### src/rtl/upsize_pair_arbiter_pkg.sv
// Shared types and helpers for the beat-pair round-robin arbiter.
// Latency: none (types and constants only).
// Backpressure: not applicable.
package upsize_arb_pkg;

    // Pair phase of the shared upsizer input.
    typedef enum logic [1:0] {
        IDLE  = 2'd0,
        BEAT0 = 2'd1,
        BEAT1 = 2'd2
    } arb_state_t;

    // Width of the optional pad stall counter.
    localparam int PAD_CNT_W = 8;

    function automatic int id_w(input int n);
        return $clog2(n);
    endfunction

endpackage

### src/rtl/upsize_pair_arbiter_rr_pick.sv
// Round-robin selector: first set request after 'last', wrapping modulo N.
// Latency: purely combinational.
// Backpressure: none; the caller decides when the pick is consumed.
module rr_pick
    import upsize_arb_pkg::*;
#(
    parameter int N    = 4,
    parameter int ID_W = id_w(N)
) (
    input  logic [N-1:0]    req,
    input  logic [ID_W-1:0] last,
    output logic            any,
    output logic [ID_W-1:0] idx
);

    logic [ID_W:0]   pos;
    logic [ID_W-1:0] sel;

    // Walk offsets from farthest to nearest so the nearest requester after 'last' wins.
    always_comb begin
        any = 1'b0;
        idx = '0;
        pos = '0;
        sel = '0;
        for (int k = N; k >= 1; k--) begin
            pos = {1'b0, last} + (ID_W+1)'(k);
            if (pos >= (ID_W+1)'(N)) begin
                pos = pos - (ID_W+1)'(N);
            end
            sel = ID_W'(pos);
            if (req[sel]) begin
                any = 1'b1;
                idx = sel;
            end
        end
    end

endmodule

### src/rtl/upsize_pair_arbiter.sv
// Shares one W-to-2W upsizer among N requesters, granting whole beat pairs round-robin.
// Latency: one arbitration cycle from IDLE; pairs follow back-to-back while requests remain.
// Backpressure: in_tready[grant] follows out_tready combinationally; others held at 0.
// Optional pad-beat insertion on a stalled second beat is enabled by UPSIZE_ARB_PAD_EN.
module upsize_pair_arbiter
    import upsize_arb_pkg::*;
#(
    parameter int W = 40,
    parameter int N = 4
`ifdef UPSIZE_ARB_PAD_EN
    ,
    parameter int PAD_TIMEOUT = 8
`endif
    ,
    localparam int ID_W = id_w(N)
) (
    input  logic            aclk,
    input  logic            aresetn,
    input  logic [N*W-1:0]  in_tdata,
    input  logic [N-1:0]    in_tvalid,
    output logic [N-1:0]    in_tready,
    output logic [W-1:0]    out_tdata,
    output logic            out_tvalid,
    input  logic            out_tready,
    output logic [ID_W-1:0] out_tid
`ifdef UPSIZE_ARB_PAD_EN
    ,
    output logic            out_tpad
`endif
);

    arb_state_t      state_q, state_d;
    logic [ID_W-1:0] grant_q, grant_d;
    logic [ID_W-1:0] last_q, last_d;

    logic [W-1:0]    grant_dat;
    logic            grant_vld;
    logic            in_pair;
    logic            hs;
    logic            pad_act;

    logic [ID_W-1:0] pick_last;
    logic            pick_any;
    logic [ID_W-1:0] pick_idx;

    assign grant_dat = in_tdata[int'(grant_q)*W +: W];
    assign grant_vld = in_tvalid[grant_q];
    assign in_pair   = (state_q != IDLE);

    // At pair completion the search starts after the requester just served,
    // which is the value 'last' takes on that same edge.
    assign pick_last = (state_q == BEAT1) ? grant_q : last_q;

    rr_pick #(
        .N    (N),
        .ID_W (ID_W)
    ) u_pick (
        .req  (in_tvalid),
        .last (pick_last),
        .any  (pick_any),
        .idx  (pick_idx)
    );

`ifdef UPSIZE_ARB_PAD_EN
    logic [PAD_CNT_W-1:0] stall_q, stall_d;

    // Once the timeout is reached the pad beat stays asserted until accepted,
    // so a late returning valid cannot retract an offered beat.
    assign pad_act  = (state_q == BEAT1) && (stall_q == PAD_CNT_W'(PAD_TIMEOUT));
    assign out_tpad = pad_act;

    // Count consecutive stalled cycles of the second beat; cleared outside BEAT1.
    always_comb begin
        stall_d = '0;
        if ((state_q == BEAT1) && !hs) begin
            if (pad_act) begin
                stall_d = stall_q;
            end else if (!grant_vld) begin
                stall_d = stall_q + 1'b1;
            end
        end
    end

    // Stall counter register.
    always_ff @(posedge aclk or negedge aresetn) begin
        if (!aresetn) begin
            stall_q <= '0;
        end else begin
            stall_q <= stall_d;
        end
    end
`else
    assign pad_act = 1'b0;
`endif

    // Datapath mux: only the granted requester is visible downstream during a pair.
    always_comb begin
        out_tvalid = 1'b0;
        out_tdata  = grant_dat;
        in_tready  = '0;
        if (pad_act) begin
            out_tvalid = 1'b1;
            out_tdata  = '0;
        end else if (in_pair) begin
            out_tvalid         = grant_vld;
            in_tready[grant_q] = out_tready;
        end
    end

    assign out_tid = grant_q;
    assign hs      = out_tvalid & out_tready;

    // Pair sequencing; the grant only moves in IDLE or on the second-beat handshake.
    always_comb begin
        state_d = state_q;
        grant_d = grant_q;
        last_d  = last_q;
        case (state_q)
            IDLE: begin
                if (pick_any) begin
                    grant_d = pick_idx;
                    state_d = BEAT0;
                end
            end
            BEAT0: begin
                if (hs) begin
                    state_d = BEAT1;
                end
            end
            BEAT1: begin
                if (hs) begin
                    last_d = grant_q;
                    if (pick_any) begin
                        grant_d = pick_idx;
                        state_d = BEAT0;
                    end else begin
                        state_d = IDLE;
                    end
                end
            end
            default: begin
                state_d = IDLE;
            end
        endcase
    end

    // State registers; reset makes requester 0 the first winner.
    always_ff @(posedge aclk or negedge aresetn) begin
        if (!aresetn) begin
            state_q <= IDLE;
            grant_q <= '0;
            last_q  <= ID_W'(N - 1);
        end else begin
            state_q <= state_d;
            grant_q <= grant_d;
            last_q  <= last_d;
        end
    end

endmodule
### config.mk
export PLATFORM = sky130hd
export DESIGN_NAME = upsize_pair_arbiter
export DESIGN_NICKNAME = d
export VERILOG_FILES = /design/src/rtl/upsize_pair_arbiter_pkg.sv /design/src/rtl/upsize_pair_arbiter_rr_pick.sv /design/src/rtl/upsize_pair_arbiter.sv
export SDC_FILE = /design/constraint.sdc
export NUM_CORES = 1
export LEC_CHECK = 0
export ABC_AREA = 1
export CAP_MARGIN = 20
export CORE_AREA = 2 2 82 84
export CTS_BUF_LIST = sky130_fd_sc_hd__clkbuf_8 sky130_fd_sc_hd__clkbuf_16
export CTS_CLUSTER_DIAMETER = 150
export DETAILED_ROUTE_END_ITERATION = 6
export DIE_AREA = 0 0 84 86
export DONT_BUFFER_PORTS = 1
export SLEW_MARGIN = 20
export SYNTH_ARGS = -nofsm -noshare
export SYNTH_HDL_FRONTEND = slang
export SYNTH_HIERARCHICAL = 1
export SYNTH_SLANG_ARGS = --single-unit
### constraint.sdc
create_clock -name aclk -period 2.2 [get_ports aclk]
set_input_delay 0.11 -clock aclk [delete_from_list [all_inputs] [get_ports aclk]]
set_output_delay 0.11 -clock aclk [all_outputs]
set_load 0.05 [all_outputs]
==> impl_metrics.ini <==
[worst_setup_path]
required_ps = 2320
critPathKind = reg2reg
cp.arrival_ps = 2070
slowest_delay_ps = 440
cp_cell_sequence = nor2_2, nand2_1, o21ai_0, buf_4, inv_6, nand2_2, and2_4, nor2_2, nand2_1, inv_1, nor2_1, nand2_2, nand2_1, nand2_1
critPathLaunchType = register
path_buf_inv = 3
cpMostUsedCell = nand2_1
worstSetupEndpointType = register
crit_fanout = 10
worst_path_max_delay_cell = dfrtp_1
critical_path.top_delay_family = simple AND/OR/NAND/NOR gates
setup.worst_path.start = state_q[0]
timing.rr.start = state_q[0]

[final_layout]
insertedDiodeCount = 0
design_area_um2 = 2636
drive_gt1_share_pct = 27.49
nNetsFinal = 499
final_cell_mix = nand3_1, nand2_1, buf_12
fin_util_pct = 42.00
syn2layout_area_growth_pct = 58.78
final_common_cell = nand3_1

[routing]
drcViolationCount = 0
antenna_left = 0
highest_layer = met4
viasPerCell = 5.902
drt_iter0_drc = 161
routed_wl_mm = 6.928
num_vias = 2408
wl_met2_mm = 3.800
wl_met1_mm = 2.308
drt_first_pass_iters = 4
wire_per_inst_um = 16.98
dr_wl_met3_um = 593

[synthesis]
synth_edf_count = 0
yosysTopAreaCellShare_pct = 37.98
syn_nets = 463
syn_inst = 296
ys_warn_count = 6
synth-main-ff-cell = dfrtp_1
synth_cell_type_count = 27
async_reset_ff_share_pct = 100.0
synth-seq-area-share_pct = 9.194
ys_ff_latch = 6
synth.area.top_cells = nand3_1, a22oi_1, nand2_1
synth_area_per_cell_um2 = 5.609
synthesis.area_um2 = 1660
synth_top_cell_by_area = nand3_1

[pwr]
power_leakage_nw = 1.143
seqPwrFrac_pct = 3.9
pwr-share-comb_pct = 93.3
p_total_w = 0.006067
switching_share_pct = 57.66
vdd_drop_max_uv = 1149
p_switching_w = 0.003498
p_clk_share_pct = 2.8
power_density_nw_per_um2 = 2302
p_int_w = 0.002569

[placed_design]
place_area_um2 = 2579
port_buffers = 0
hpwl_mm = 5.713
place_congestion = 0.8069

[floorplanning]
die_area_um2 = 7224
core.rowCount = 29
core_area_um2 = 6277
start_util_pct = 26.45
ios = 214
fp.dieH_um = 86
die_w_um = 84

[timing]
layout_min_cycle_time_ps = 1951
grt_setup_unrepaired = false
drv_slew = 0
fin_crit_sh_pct = 88.66
skew_ps = 7.112
maxSlewHeadroom_pct = 70.81
fin_setup_tns_ps = 0
worstMarginPinSlew_ps = 437.9
max_freq_mhz = 512.7
setup_viol = 0
final_hold_viol_count = 0
fin_hold_ws_ps = 192.1

[clock_network]
clk_pin_slew_ps = 40
h-tree-depth = 1
cts_tree = yes
cts_buffers = 3
cts_root_buffer = clkbuf_8
post_cts_buffers = 0
numClockSinks = 6
clkLatencyLatePin_ps = 230
cts_max_path_buffers = 2

[grt]
grt_remaining_overflow = 0
grt_usage_pct = 17.45
grt_pass1_wl_mm = 10.52
antenna_found_initial = 0
grt_pass1_vias = 2301
grt_max_degree = 48

[outcome]
status = finished, final reports clean

[flow_run]
cap_violations = 0

[worst_hold_path]
holdCritPathClass = in2async
[cells in the mapped netlist (2+ instances only)]
cell type  count
nor2_1         6
dfstp_2        2
inv_1         12
clkbuf_1       9
dfrtp_1        4
nand3_1      126
inv_2          5
nand2_1       43
nor3_1         4
nand2_2       10
buf_2         16
nor2_2         3
a22oi_1       39
o21ai_0        2
o21ai_1        3
[cells by family (layout without fill, tap and decap cells)]
group           count (synthesis)  in the layout  share of synthesized area (%)
simple gates                  196            196                          57.42
compound gates                 48             48                          20.80
buf+inv                        46             81                          12.58
flops                           6              6                          9.194
[per-layer routing]
metal	vias up	GRT usage, %
li1	1135	-
met1	1096	16.89
met2	160	34.69
met3	17	3.657
met4	0	8.798
met5	-	0
[area by class of cell]
cell class                      instances  area, um^2
Fill cell                             623        3641
Multi-Input combinational cell        244        1319
Clock buffer                            3       41.29
Sequential cell                         6       157.7
Timing Repair Buffer                   59       945.9
Tap cell                               77       96.34
Clock inverter                          1       3.754
Inverter                               18       72.57
[worst register-to-register path, delay by kind of cell, from the launching register on]
kind / cells / cell delay, ps
flip-flops: 1 / 440
AO/OA/AOI/OAI: 1 / 70
buffers and inverters: 3 / 310
AND/OR/NAND/NOR: 10 / 1020
[worst paths after layout]
kind	endpoint	slack, ps	cells past startpoint
min	state_q[0]	190	1
max in group asynchronous	last_q[0]	1730	1
min in group aclk	state_q[1]	220	4
max reg2reg	out_tid[1]	250	14
max	out_tid[1]	250	14
min reg2reg	last_q[0]	480	2
[power by group through the flow]
stage	clock network [W]	registers (W)	logic [W]
finish	0.000170	0.000235	0.00566
global route	0.000175	0.000242	0.00594
CTS	0.000171	0.000231	0.00566
detailed placement	0	0.000232	0.00564
global placement	0	0.000228	0.00557
floorplan	0	0.000258	0.00327
[sequential cells by signal (all words and copies together) (netlist names)]
| name | flops |
|---|---|
| last_q | 2 |
| state_q | 2 |
| out_tid | 2 |
[timing repair]
action,4_1_cts,5_1_grt
hold buffers,1,0
endpoints found under the setup margin,0,2
resized for setup,0,1
endpoints found under the hold margin,6,0
[per-stage QoR]
| stage | worst slack [ps] | instances |
|---|---|---|
| floorplan | -20.53 | 296 |
| global placement | 345.4 | 403 |
| detailed placement | 242.3 | 403 |
| CTS | 220.0 | 408 |
| global route | 34.23 | 408 |
| finish | 249.5 | 408 |
(Power assumes the default switching activity.)
